==> config.mk <==
export PLATFORM = sky130hd
export DESIGN_NAME = ks_serial_add_ctrl_flat
export DESIGN_NICKNAME = d
export VERILOG_FILES = /design/src/rtl/ks_pkg.sv /design/src/rtl/ks_serial_add_ctrl_if.sv /design/src/rtl/ks_serial_add_ctrl_ks.sv /design/src/rtl/ks_serial_add_ctrl.sv /design/src/flat_wrapper.sv
export SDC_FILE = /design/constraint.sdc
export NUM_CORES = 1
export LEC_CHECK = 0
export ABC_CLOCK_PERIOD_IN_PS = 4300
export CAP_MARGIN = 5
export CORE_MARGIN = 4
export CORE_UTILIZATION = 50
export DETAILED_ROUTE_END_ITERATION = 6
export HOLD_SLACK_MARGIN = 0.05
export PLACE_DENSITY = 0.77
export SYNTH_ARGS = -nofsm -noshare
export SYNTH_HDL_FRONTEND = slang
export SYNTH_SLANG_ARGS = --single-unit
export TNS_END_PERCENT = 50
==> constraint.sdc <==
create_clock -name clk -period 4.3 [get_ports clk]
set_clock_uncertainty 0.1 [all_clocks]
set_input_delay 0.86 -clock clk [delete_from_list [all_inputs] [get_ports clk]]
set_output_delay 0.86 -clock clk [all_outputs]
set_load 0.05 [all_outputs]
==> src/rtl/ks_pkg.sv <==
// Shared definitions for the serial multi-precision adder controller.
package ks_pkg;

  localparam int KS_SLICE_W = 8;

  typedef enum logic [1:0] {
    ST_IDLE = 2'd0,
    ST_RUN  = 2'd1,
    ST_DONE = 2'd2
  } state_t;

  // Byte-index width; never narrower than one bit so NBYTES=1 still has a register.
  function automatic int idx_w(input int nbytes);
    return (nbytes <= 1) ? 1 : $clog2(nbytes);
  endfunction

endpackage

==> src/rtl/ks_serial_add_ctrl_if.sv <==
// Request/result handshake bundle between a wide requester and the serial adder.
interface ks_serial_add_ctrl_if #(
  parameter int NBYTES = 4
);
  localparam int W = 8 * NBYTES;

  logic         in_valid;
  logic         in_ready;
  logic [W-1:0] op_a;
  logic [W-1:0] op_b;
  logic         sub;
  logic         out_valid;
  logic         out_ready;
  logic [W-1:0] sum;
  logic         cout;
  logic         ovf;
  logic         busy;

  modport master (
    output in_valid, op_a, op_b, sub, out_ready,
    input  in_ready, out_valid, sum, cout, ovf, busy
  );

  modport slave (
    input  in_valid, op_a, op_b, sub, out_ready,
    output in_ready, out_valid, sum, cout, ovf, busy
  );
endinterface

==> src/rtl/ks_serial_add_ctrl_ks.sv <==
// 8-bit Kogge-Stone adder slice. c[i] is the carry out of bit i; s[8] is the slice carry out.
module kogge_stone (
  input  logic [7:0] a,
  input  logic [7:0] b,
  input  logic       cin,
  output logic [8:0] s,
  output logic [7:0] c
);
  logic [7:0] p0, g0, g1, p1, g2, p2, g3;

  // Three prefix levels (span 1, 2, 4); cin is folded into bit 0's generate.
  always_comb begin
    p0 = a ^ b;
    g0 = a & b;
    g0[0] = g0[0] | (p0[0] & cin);
    g1 = g0 | (p0 & {g0[6:0], 1'b0});
    p1 = p0 & {p0[6:0], 1'b1};
    g2 = g1 | (p1 & {g1[5:0], 2'b00});
    p2 = p1 & {p1[5:0], 2'b11};
    g3 = g2 | (p2 & {g2[3:0], 4'b0000});
    c  = g3;
    s  = {g3[7], p0 ^ {g3[6:0], cin}};
  end
endmodule

==> src/rtl/ks_serial_add_ctrl.sv <==
// Multi-precision add/subtract sequencer: feeds one byte per cycle through a
// shared 8-bit Kogge-Stone slice, LSB first, chaining the carry in a register.
module ks_serial_add_ctrl
  import ks_pkg::*;
#(
  parameter int NBYTES = 4
) (
  input  logic                 clk,
  input  logic                 rst_n,
  ks_serial_add_ctrl_if.slave  bus
);
  localparam int W    = KS_SLICE_W * NBYTES;
  localparam int IDXW = idx_w(NBYTES);
  localparam logic [IDXW-1:0] LAST = IDXW'(NBYTES - 1);

  state_t          state_q, state_d;
  logic [IDXW-1:0] idx_q, idx_d;
  logic            carry_q, carry_d;
  logic [W-1:0]    a_q, a_d;
  logic [W-1:0]    b_q, b_d;
  logic [W-1:0]    sum_q, sum_d;
  logic            cout_q, cout_d;
  logic            ovf_q, ovf_d;

  logic [KS_SLICE_W-1:0] slice_a, slice_b;
  logic [KS_SLICE_W:0]   ks_s;
  logic [KS_SLICE_W-1:0] ks_c;
  logic                  ks_unused;

  assign slice_a   = a_q[KS_SLICE_W*idx_q +: KS_SLICE_W];
  assign slice_b   = b_q[KS_SLICE_W*idx_q +: KS_SLICE_W];
  assign ks_unused = ^{ks_c[7], ks_c[5:0]};

  kogge_stone u_ks (
    .a   (slice_a),
    .b   (slice_b),
    .cin (carry_q),
    .s   (ks_s),
    .c   (ks_c)
  );

  assign bus.in_ready  = (state_q == ST_IDLE);
  assign bus.out_valid = (state_q == ST_DONE);
  assign bus.busy      = (state_q != ST_IDLE);
  assign bus.sum       = sum_q;
  assign bus.cout      = cout_q;
  assign bus.ovf       = ovf_q;

  // Next-state, operand capture and per-byte result accumulation.
  always_comb begin
    state_d = state_q;
    idx_d   = idx_q;
    carry_d = carry_q;
    a_d     = a_q;
    b_d     = b_q;
    sum_d   = sum_q;
    cout_d  = cout_q;
    ovf_d   = ovf_q;
    case (state_q)
      ST_IDLE: begin
        if (bus.in_valid) begin
          a_d     = bus.op_a;
          b_d     = bus.sub ? ~bus.op_b : bus.op_b;
          carry_d = bus.sub;
          idx_d   = '0;
          sum_d   = '0;
          state_d = ST_RUN;
        end
      end
      ST_RUN: begin
        sum_d[KS_SLICE_W*idx_q +: KS_SLICE_W] = ks_s[KS_SLICE_W-1:0];
        carry_d = ks_s[KS_SLICE_W];
        if (idx_q == LAST) begin
          cout_d  = ks_s[KS_SLICE_W];
          ovf_d   = ks_c[KS_SLICE_W-2] ^ ks_s[KS_SLICE_W];
          idx_d   = '0;
          state_d = ST_DONE;
        end else begin
          idx_d = idx_q + 1'b1;
        end
      end
      ST_DONE: begin
        if (bus.out_ready) state_d = ST_IDLE;
      end
      default: state_d = ST_IDLE;
    endcase
  end

  // State and datapath registers; reset drops any in-flight request.
  always_ff @(posedge clk or negedge rst_n) begin
    if (!rst_n) begin
      state_q <= ST_IDLE;
      idx_q   <= '0;
      carry_q <= 1'b0;
      a_q     <= '0;
      b_q     <= '0;
      sum_q   <= '0;
      cout_q  <= 1'b0;
      ovf_q   <= 1'b0;
    end else begin
      state_q <= state_d;
      idx_q   <= idx_d;
      carry_q <= carry_d;
      a_q     <= a_d;
      b_q     <= b_d;
      sum_q   <= sum_d;
      cout_q  <= cout_d;
      ovf_q   <= ovf_d;
    end
  end
endmodule

==> src/flat_wrapper.sv <==
// flat-port wrapper written by rule: the top's interface ports become plain ports
module ks_serial_add_ctrl_flat import ks_pkg::*;
#(
  parameter int NBYTES = 4
)
  (clk, rst_n, bus_in_valid, bus_op_a, bus_op_b, bus_sub, bus_out_ready, bus_in_ready, bus_out_valid, bus_sum, bus_cout, bus_ovf, bus_busy);
  ks_serial_add_ctrl_if #(.NBYTES(NBYTES)) bus_i ();
  input  logic clk;
  input  logic rst_n;
  input wire logic [$bits(bus_i.in_valid)-1:0] bus_in_valid;
  input wire logic [$bits(bus_i.op_a)-1:0] bus_op_a;
  input wire logic [$bits(bus_i.op_b)-1:0] bus_op_b;
  input wire logic [$bits(bus_i.sub)-1:0] bus_sub;
  input wire logic [$bits(bus_i.out_ready)-1:0] bus_out_ready;
  output wire logic [$bits(bus_i.in_ready)-1:0] bus_in_ready;
  output wire logic [$bits(bus_i.out_valid)-1:0] bus_out_valid;
  output wire logic [$bits(bus_i.sum)-1:0] bus_sum;
  output wire logic [$bits(bus_i.cout)-1:0] bus_cout;
  output wire logic [$bits(bus_i.ovf)-1:0] bus_ovf;
  output wire logic [$bits(bus_i.busy)-1:0] bus_busy;
  assign bus_i.in_valid = bus_in_valid;
  assign bus_i.op_a = bus_op_a;
  assign bus_i.op_b = bus_op_b;
  assign bus_i.sub = bus_sub;
  assign bus_i.out_ready = bus_out_ready;
  assign bus_in_ready = bus_i.in_ready;
  assign bus_out_valid = bus_i.out_valid;
  assign bus_sum = bus_i.sum;
  assign bus_cout = bus_i.cout;
  assign bus_ovf = bus_i.ovf;
  assign bus_busy = bus_i.busy;
  ks_serial_add_ctrl #(.NBYTES(NBYTES)) u_core (.clk(clk), .rst_n(rst_n), .bus(bus_i));
endmodule
# Yosys cells after proc, flatten, opt, wreduce, memory -nomap -nowiden
# Index checks and enable logic that the tools add are counted.
# op_classes
add_sub_neg	2
mul	0
n_div	0
order_cmp	0
eq_ne	6
shifts	4
mux	13
n_bitwise	15
n_reduce_logical	7
# op_table
operator	count
32-bit 2-to-1 mux	2
32-bit one-hot mux with 2 select lines	1
32-bit by 6-bit indexed part select with 8-bit output	2
8-bit bitwise AND	6
5-bit negation with 34-bit output	1
8-bit by 34-bit variable shift with 32-bit output, first input constant	1
8-bit by 34-bit indexed part select with 32-bit output	1
32-bit bitwise mux	1
32-bit NOT	1
8-bit bitwise OR	3
8-bit XOR	2
2-bit 2-to-1 mux	5
2-bit one-hot mux with 3 select lines	1
2-bit AND reduction	3
2-bit equality test, second input constant	2
2-bit != test, second input constant	2
2-bit one-hot mux with 2 select lines	1
2-bit nonzero test	2
3-bit AND reduction	1
2-bit by 1-bit adder with 2-bit output, second input constant	1
2-bit by 1-bit equality test with 1-bit output, second input constant	1
2-bit logical NOT	1
2-bit by 1-bit != test with 1-bit output, second input constant	1
1-bit one-hot mux with 2 select lines	1
other kinds (4)	4
# totals
ff_bits	103
latch_bits	0
ram_bits	0
rom_bits	0
inputBits	69
word_cells	55
mem_count	0

# Depth between registers and ports, before layout
# Gate-level depths: netlist (run 1).
# logic_depth
depth_word	14
mapped_depth	10

# By module
# From an unflattened synthesis (run 1), not the netlist that was laid out.
# unflattened
hier_cells	387
hier_area_um2	4986.0
# modules_own_cells
mod	instances	cells_each	area_each_um2	seq_area_each_um2
ks_serial_add_ctrl	1	346	4640.7	2577.5
kogge_stone	1	41	345.3	0.0

# Worst setup path before layout (run 1)
# No wires, ideal clock.
# synth_timing
path_kind	register to register
start	register u_core.idx_q[0]
end	register u_core.sum_q[6], in the netlist u_core.bus.sum[6]
arrival_time_ps	2538
t_required_ps	4079
setup_slack_ps	1541
path_stages_with_launch	11
period_less_slack_ps	2759
path_cell_list	dfrtp_1 > buf_4 > mux4_2 > fa_1 > inv_1 > fa_1 > nand2b_1 > a21oi_2 > a21oi_1 > xnor2_1 > a22o_1
# synth_between
elab_chain_cells	13
elab_cells_between_ends	20
cone_classes	add/sub: 1; shift: 4; mux: 2; bitwise: 13
# synth_rtl
element	line	text
start: declaration	ks_serial_add_ctrl.sv:17	logic [IDXW-1:0] idx_q, idx_d;
start signal: assignment	ks_serial_add_ctrl.sv:102	idx_q <= idx_d;
32-bit by 6-bit indexed part select with 8-bit output, on equally long branches	ks_serial_add_ctrl.sv:30, ks_serial_add_ctrl.sv:31	
8-bit XOR	ks_serial_add_ctrl_ks.sv:13	p0 = a ^ b;
1-bit bitwise AND	ks_serial_add_ctrl_ks.sv:15	g0[0] = g0[0] | (p0[0] & cin);
1-bit bitwise OR	ks_serial_add_ctrl_ks.sv:15	
8-bit bitwise AND or 8-bit bitwise OR (tied branches)	ks_serial_add_ctrl_ks.sv:16	g1 = g0 | (p0 & {g0[6:0], 1'b0});
8-bit bitwise OR or 8-bit bitwise AND (tied branches)	ks_serial_add_ctrl_ks.sv:16, ks_serial_add_ctrl_ks.sv:18	
8-bit bitwise AND or 8-bit bitwise OR (tied branches)	ks_serial_add_ctrl_ks.sv:18	g2 = g1 | (p1 & {g1[5:0], 2'b00});
8-bit bitwise OR or 8-bit bitwise AND (tied branches)	ks_serial_add_ctrl_ks.sv:18, ks_serial_add_ctrl_ks.sv:20	
8-bit bitwise OR	ks_serial_add_ctrl_ks.sv:20	g3 = g2 | (p2 & {g2[3:0], 4'b0000});
8-bit XOR	ks_serial_add_ctrl_ks.sv:22	s = {g3[7], p0 ^ {g3[6:0], cin}};
8-bit by 34-bit indexed part select with 32-bit output	ks_serial_add_ctrl.sv:71	sum_d[KS_SLICE_W*idx_q +: KS_SLICE_W] = ks_s[KS_SLICE_W-1:0];
32-bit bitwise mux *	ks_serial_add_ctrl.sv:71	
32-bit one-hot mux with 2 select lines *	ks_serial_add_ctrl.sv:59	case (state_q)
end signal: assignment	ks_serial_add_ctrl.sv:106	sum_q <= sum_d;
end: declaration	ks_serial_add_ctrl.sv:21	logic [W-1:0] sum_q, sum_d;
# Mark *: on every way between the ends. The rest lies on a longest branch, timed or not.
# A chain may end at the register's enable or synchronous reset.

# Worst setup path after layout (run 1)
# layout_timing
start	register u_core.idx_q[0]
end	register u_core.sum_q[13], in the netlist u_core.bus.sum[13]
# Same word-level chain as after synthesis.

==> flow_summary.toml, run 1 <==
[global_route]
grt_max_degree = 66
grt.total_usage_pct = 19.2
grt_busiest_layer = "met2"
grt_pass1_vias = 3489
grt_use_met1_pct = 24.9
overflow = 0
met3_usage_pct = 4.27
use_met2_pct = 32.1
antenna_found_initial = 0
grt_pass1_wl_um = 17300

[routing]
drt-initial-drc-count = 127
routed_via_density = 5.36
drc = 0
vias = 3344
wire_per_inst_um = 16.7
drt-pass1-iter-count = 4
antenna_left = 0
wl_um = 10400

[finish]
fin_nets = 572
antenna_cells = 0
stdcell_area_um2 = 6200
area_growth_pct = 26.3
drive_gt1_share_pct = 17.2

[synthesis]
yosysWarnings = 0
async_flop_share_pct = 100
synthTopCellsByArea = "dfrtp_1 (53%), mux4_2 (7.3%), mux2_2 (7.1%)"
synthFlopType = "dfrtp_1"
synth_fp_nets = 474
yosys.area.top_type = "dfrtp_1"
ys_ff_latch = 103
syn-cell-area_um2 = 4910
netlist.area_leader.share_pct = 52.5
synth_edf_count = 0
ys_types = 44
synth_area_per_cell_um2 = 12.5
ys_seq_area_share_pct = 52.5
synth_cells = 392

[clock_tree]
cts_buffers = 9
cts.repair.resized = 0
ctsHoldBuffers = 0
cts.path.max_buffers = 2
cts_tree = "done"
cts_setup_buffers = 0
cts_root_buf = "clkbuf_8"
htree_num_levels = 3
insertion_delay_ps = 360
clock_sinks = 103
clk_pin_slew_ps = 110

[critical_path]
cp.required_ps = 4430
crit_arrival_ps = 3440
worst-path-max-fanout = 17
crit_type = "reg2reg"
end_kind = "flop"
critPathLaunchType = "flop"

[floorplan]
coreArea_um2 = 9420
die_x_um = 107
io_pins = 106
die_area_um2 = 11500
start_util_pct = 52.1
rows = 35
die_y_um = 107

[pwr]
ir_drop_mv = 0.435
p_comb_share_pct = 58.1
intPower_mw = 2.92
switching_share_pct = 45.9
p_switching_mw = 2.48
p_seq_share_pct = 31.6
power_density_nw_per_um2 = 871
leakage_nw = 2.61
p_clk_share_pct = 10.3

[place]
portBuffers = 105
gp_congestion = 0.848
post-place-ws_ps = 1010
dpl-instance-area_um2 = 6020
dp_hpwl_um = 7990

[sta]
timing.fmax_mhz = 302
finalMaxSlewViolations = 0
finalCritPeriodShare_pct = 77.0
worstMarginPinSlew_ps = 848
finalSetupTns_ps = 0
setup_viol = 0
rsz0062_at_grt = "false"
hold_viol = 0
finalCriticalPeriod_ps = 3310
slew_headroom_pct = 43.3
setup_slack_ps = 990

[flow_run]
maxCapViolCount = 0

[min_path]
hold_path_class = "reg2reg"

[run_status]
status = "finished clean"
## kinds of logic (layout without fill, tap and decap cells)
family          after synthesis  in the layout  share of synthesized area (%)
compound gates               91             91                           12.6
mux                          48             48                           14.7
fa+ha+maj                    13             13                           3.62
simple gates                 69             69                           6.55
flops                       103            103                           52.5
buf+inv                      30            133                           3.14
xor+xnor                     38             38                           6.93
## layer usage
layer,part of all wire (%),vias up
met4,2.4,0
met1,44,1635
met2,49,103
met5,0,-
li1,-,1583
met3,5.1,23
## final cells by class
class                      count  area [µm²]
fill                         718        3220
tap                          129         161
timing repair buffer         109        1070
clock buffer                   9         124
inverter                       8        30.0
multi-input combinational    259        2180
sequential                   103        2580
clock inverter                 7        56.3
## registers in the layout, indices dropped and copies added (netlist names)
name and count:
u_core.carry_q 1, u_core.state_q 2, u_core.bus.sum 32, u_core.b_q 32
u_core.idx_q 2, u_core.a_q 32, u_core.bus.ovf 1, u_core.bus.cout 1
## through the flow
stage | power (mW) | hold slack (ps) | std cells | util, %
after floorplan | 3.99 | 345 | 392 | -
after global placement | 4.77 | 356 | 608 | 63.9
after detailed placement | 4.86 | 365 | 608 | 63.9
after CTS | 5.42 | 385 | 624 | 65.8
after global routing | 5.78 | 418 | 624 | 65.8
final | 5.40 | 380 | 624 | 65.8
## cell usage in the layout (no fill, tap or decap), types with 2 or more instances in the layout
cell type and count:
ha_1 11, buf_4 5, xnor2_1 36, a21o_1 3, nor2_1 4, clkinv_4 3, mux2_2 31, o21ai_1 4
nor3_2 2, nand3_1 2, a21oi_2 6, nand2b_1 3, dfrtp_1 103, clkbuf_8 9, inv_1 8, mux4_2 16
fa_1 2, o31ai_1 2, clkdlybuf4s50_1 103, a22o_1 24, o21ai_0 41, nand2_1 48, a21oi_1 3, inv_6 2
## power groups by stage
stage | combinational [mW] | sequential [mW] | clock (mW)
after floorplan | 2.04 | 1.94 | 0
after global placement | 3.06 | 1.71 | 0
after detailed placement | 3.13 | 1.73 | 0
after CTS | 3.15 | 1.71 | 0.563
after global routing | 3.41 | 1.77 | 0.601
final | 3.14 | 1.71 | 0.556
## critical path: stages, from the launching register on
cell and delay [ps]:
dfrtp_1 900, buf_4 350, mux4_2 520, ha_1 340, o21a_1 210, a21oi_1 150, o21bai_1 90, xnor2_1 350
o21ai_0 160
## final timing paths
check / end / start / cells past startpoint / slack (ps)
worst min-delay path: u_core.b_q[24] / u_core.b_q[24] / 2 / 380
max in group asynchronous: u_core.b_q[13] / rst_n / 2 / 2840
worst min register to register: u_core.b_q[24] / u_core.b_q[24] / 2 / 380
worst max-delay path: u_core.bus.sum[13] / u_core.idx_q[0] / 8 / 990
min in group asynchronous: u_core.bus.sum[2] / rst_n / 1 / 480
worst max register to register: u_core.bus.sum[13] / u_core.idx_q[0] / 8 / 990
## synthesized netlist by cell type (2+ instances only)
library cell / count
o31ai_1: 2
mux2_2: 31
nand2_1: 48
a21oi_1: 3
nand2b_1: 3
xnor2_1: 36
clkbuf_1: 3
nor2_1: 4
a21o_1: 3
o21ai_1: 4
dfrtp_1: 103
a22o_1: 24
a21oi_2: 6
fa_1: 2
buf_6: 2
ha_1: 11
mux4_2: 16
nand3_1: 2
buf_4: 2
nor3_2: 2
inv_1: 8
buf_2: 15
o21ai_0: 41
No activity file was read; power rests on OpenSTA's default activity.
==> run 2, diff against run 1 <==
ABC_CLOCK_PERIOD_IN_PS = 3450   (was 4300)
clock period = 3.45 ns   (was 4.3 ns; I/O delays follow)
==> run 2 against run 1 <==
Flip-flop and latch count stayed put. Sequential share of layout area is 0.27 points lower. Largest power group unchanged. Via count fell by 0.72%. Critical endpoint is now u_core.bus.sum[15].
==> flow_summary.toml, run 2 (synthesized netlist as in run 1, its figures left out) <==
[critical_path]
worstPathCellList = "buf_4 > mux4_2 > ha_1 > and2_2 > a211oi_2 > a21oi_2 > xor2_2 > a22o_1"
slowest_stage = "dfrtp_1"
cp.required_ps = 3610
worst-path-max-fanout = 13
critPathLaunchType = "flop"
crit_type = "reg2reg"
end_kind = "flop"
cp_slowest_stage_delay_ps = 710
crit_arrival_ps = 3280

[clock_tree]
clock_sinks = 103
clk_pin_slew_ps = 90
ctsHoldBuffers = 0
cts_tree = "done"
htree_num_levels = 3
cts.repair.resized = 0
cts.path.max_buffers = 2
cts_root_buf = "clkbuf_8"
cts_buffers = 9
cts_setup_buffers = 0
insertion_delay_ps = 360

[pwr]
power_density_nw_per_um2 = 1100
leakage_nw = 2.64
ir_drop_mv = 0.535

[routing]
top_layer = "met4"
wire_per_inst_um = 17.1
drt-initial-drc-count = 132
met1_length_um = 4570
routed_via_density = 5.30
drt-pass1-iter-count = 5
wl_met2_um = 5330
vias = 3320
wl_um = 10700
drc = 0
wl_met3_um = 593
antenna_left = 0

[finish]
final_core_util_pct = 66.3
fin_nets = 575
antenna_cells = 0
drive_gt1_share_pct = 17.5
register_area_um2 = 2580
final_cell_mix = "clkdlybuf4s50_1 (103), dfrtp_1 (103), nand2_1 (48)"
multiInputGateArea_um2 = 2180
area_growth_pct = 27.1
n_fill_cell = 717
stdcell_area_um2 = 6240
finalNonFillerCells = 627

[sta]
finalMaxSlewViolations = 0
setup_slack_ps = 330
worstMarginPinSlew_ps = 1000
setup_viol = 0
finalCriticalPeriod_ps = 3120
timing.fmax_mhz = 321
finalCritPeriodShare_pct = 90.4
hold_viol = 0
rsz0062_at_grt = "false"
slew_headroom_pct = 33.1
finalSetupTns_ps = 0

[floorplan]
die_area_um2 = 11500
die_y_um = 107
io_pins = 106
coreArea_um2 = 9420
start_util_pct = 52.1
die_x_um = 107
rows = 35

[place]
post-place-ws_ps = 306
gp_congestion = 0.856
dpl-instance-area_um2 = 6040
dp_hpwl_um = 8230
portBuffers = 105
placedCellCount = 611

[global_route]
grt_max_degree = 83
overflow = 0
grt_pass1_wl_um = 17500
grt.total_usage_pct = 19.8
antenna_found_initial = 0
grt_pass1_vias = 3464

[min_path]
hold_path_class = "reg2reg"

[flow_run]
maxCapViolCount = 0

[run_status]
status = "finished clean"
run 2: cell count changes in the layout (fill, tap and decap cells not counted):
cell / previous run / this run
clkinv_2: 1 / 2
clkbuf_1: 0 / 1
clkinv_4: 3 / 0
inv_6: 2 / 1
buf_4: 5 / 8
clkbuf_8: 9 / 10
bufinv_16: 0 / 1
run 2: critical path, delay by kind of cell (launching register included):
kind	cells	cell delay [ps]
adders and majority gates	1	350
and+or+nand+nor	1	250
DFF	1	710
xor gates and xnor gates	1	190
buffers and inverters	1	300
AOI/OAI and AO/OA	3	590
muxes	1	530
run 2: through the flow:
stage	hold slack (ps)	power, mW
5_1_grt	410	7.33
6_report	390	6.87
3_3_place_gp	357	6.02
3_5_place_dp	371	6.14
2_1_floorplan	294	4.97
4_1_cts	392	6.90
run 2: path summary, 6_finish.rpt:
path	from	end	slack, ps	cells after the start
max in group asynchronous	rst_n	u_core.b_q[13]	2070	2
max	u_core.idx_q[0]	u_core.bus.sum[15]	330	8
min in group asynchronous	rst_n	u_core.bus.sum[10]	400	1
max reg2reg	u_core.idx_q[0]	u_core.bus.sum[15]	330	8
min	u_core.b_q[6]	u_core.b_q[6]	390	2
min reg2reg	u_core.b_q[6]	u_core.b_q[6]	390	2
run 2: power breakdown:
group | internal, mW | switching (mW) | leakage (nW) | total, mW
clock | 0.356 | 0.403 | 0.0997 | 0.759
combinational | 1.66 | 2.35 | 1.23 | 4.01
sequential | 1.74 | 0.358 | 1.30 | 2.10
run 2: cell type report:
class	instances	share of cell area (%)
Multi-Input combinational cell	259	34.9
Sequential cell	103	41.3
Tap cell	129	2.59
Inverter	8	0.481
Timing Repair Buffer	112	17.6
Clock buffer	11	2.27
Clock inverter	5	0.902
run 2: layer usage:
metal | global-route usage, % | vias up
li1 | - | 1592
met1 | 25.8 | 1597
met2 | 32.8 | 113
met3 | 4.03 | 18
met4 | 7.21 | 0
met5 | 0 | -
==> run 3, diff against run 2 <==
SETUP_SLACK_MARGIN = 0.5   (was default)
==> run 3 against run 2 <==
Combinational power rose by 2%. Power grew 0.97%. Largest cell class unchanged. Count of clock-buffer cells in the layout stayed put. Global-route usage about the same. Via count rose by 0.21%. Flip-flop and latch count did not move. Sequential share of layout area down 0.14 points. Die area is the same. Routed wire length rose by 0.45%. Critical path type unchanged. Maximum frequency grew 11%. Worst hold slack worse by 1.6 ps. Cell area rose by 0.38%.
==> flow_summary.toml, run 3 (synthesized netlist as in run 1, its figures left out) <==
[sta]
finalCritPeriodShare_pct = 81.4
finalCriticalPeriod_ps = 2810
finalSetupTns_ps = 0
timing.fmax_mhz = 356
finalMaxSlewViolations = 0
setup_slack_ps = 642
worstMarginPinSlew_ps = 1000
setup_viol = 0
holdWs_ps = 389
hold_viol = 0
rsz0062_at_grt = "false"
slew_headroom_pct = 33.1

[critical_path]
slowest_stage = "dfrtp_1"
crit_type = "reg2reg"
cp.required_ps = 3610
crit_arrival_ps = 2970
worst-path-max-fanout = 10
worstPathCellList = "buf_4 > mux4_2 > ha_1 > and2_2 > a211oi_2 > a21oi_2 > xor2_2 > a22o_1"
crit_family = "flip-flops"
timing.rr.start = "u_core.idx_q[1]"
crit_start = "u_core.idx_q[1]"
cp_num_buf_inv = 1
cp_slowest_stage_delay_ps = 610
end_kind = "flop"
critPathLaunchType = "flop"

[flow_run]
maxCapViolCount = 0

[finish]
final_common_cell = "clkdlybuf4s50_1"
antenna_cells = 0
finalNonFillerCells = 629
fin_nets = 577
final_core_util_pct = 66.5
drive_gt1_share_pct = 18.2
final_cell_mix = "clkdlybuf4s50_1 (103), dfrtp_1 (102), nand2_1 (48)"
area_growth_pct = 27.6
stdcell_area_um2 = 6260

[routing]
drc = 0
drt-pass1-iter-count = 6
wire_per_inst_um = 17.1
vias = 3327
antenna_left = 0
routed_via_density = 5.29
wl_um = 10800
drt-initial-drc-count = 142

[pwr]
power_density_nw_per_um2 = 1110
finalPower_mw = 6.93
ir_drop_mv = 0.543
leakage_nw = 2.65

[floorplan]
io_pins = 106
die_area_um2 = 11500
start_util_pct = 52.1
die_x_um = 107
coreArea_um2 = 9420
rows = 35
die_y_um = 107

[clock_tree]
ctsHoldBuffers = 0
cts_buffers = 9
clock_sinks = 103
htree_num_levels = 3
cts.path.max_buffers = 2
insertion_delay_ps = 370
cts_root_buf = "clkbuf_8"
clk_pin_slew_ps = 90
cts_tree = "done"

[global_route]
use_met2_pct = 32.9
antenna_found_initial = 0
grt_busiest_layer = "met2"
met3_usage_pct = 4.03
grt_pass1_vias = 3485
overflow = 0
grt_max_degree = 83
grt.total_usage_pct = 19.8
grt_use_met1_pct = 25.7
grt_pass1_wl_um = 17600

[place]
portBuffers = 105
gp_congestion = 0.856
post-place-ws_ps = 306
dp_hpwl_um = 8230
dpl-instance-area_um2 = 6040
placedCellCount = 611

[run_status]
status = "finished clean"

[min_path]
hold_path_class = "in2async"
==> run 3: final cells by class <==
class	instances	area (µm²)
fill	712	3150
sequential	103	2580
multi-input combinational	259	2180
timing repair buffer	114	1110
tap	129	161
clock buffer	11	141
clock inverter	5	56.3
inverter	8	30.0
==> run 3: final timing paths <==
kind / end / slack, ps / cells past startpoint
worst max-delay path: u_core.bus.sum[7] / 640 / 8
worst max register to register: u_core.bus.sum[7] / 640 / 8
worst min-delay path: u_core.bus.sum[10] / 390 / 1
min in group clk: u_core.b_q[3] / 390 / 2
max in group asynchronous: u_core.b_q[13] / 2090 / 2
worst min register to register: u_core.b_q[3] / 390 / 2
==> run 3: per-layer routing <==
metal	vias up	share of wire (%)
li1	1597	-
met1	1605	42
met2	104	50
met3	21	5.6
met4	0	2.2
met5	-	0
==> run 3: where the power goes <==
part / total [mW] / internal (mW) / switching [mW] / leakage, nW
logic: 4.09 / 1.70 / 2.39 / 1.25
clock network: 0.762 / 0.356 / 0.406 / 0.0997
registers: 2.08 / 1.74 / 0.341 / 1.30
total: 6.93 / 3.80 / 3.14 / 2.65
==> run 3: repair_timing <==
action / 4_1_cts / 5_1_grt
resized for setup: 2 / 0
endpoints found under the setup margin: 21 / 0
buffers inserted: 2 / 0
==> run 3: worst register-to-register path: stages, from the launching register on <==
cell and delay [ps]:
dfrtp_1 610, buf_4 290, mux4_2 330, ha_1 350, and2_2 250, a211oi_2 260, a21oi_2 120, xor2_2 190
a22o_1 220
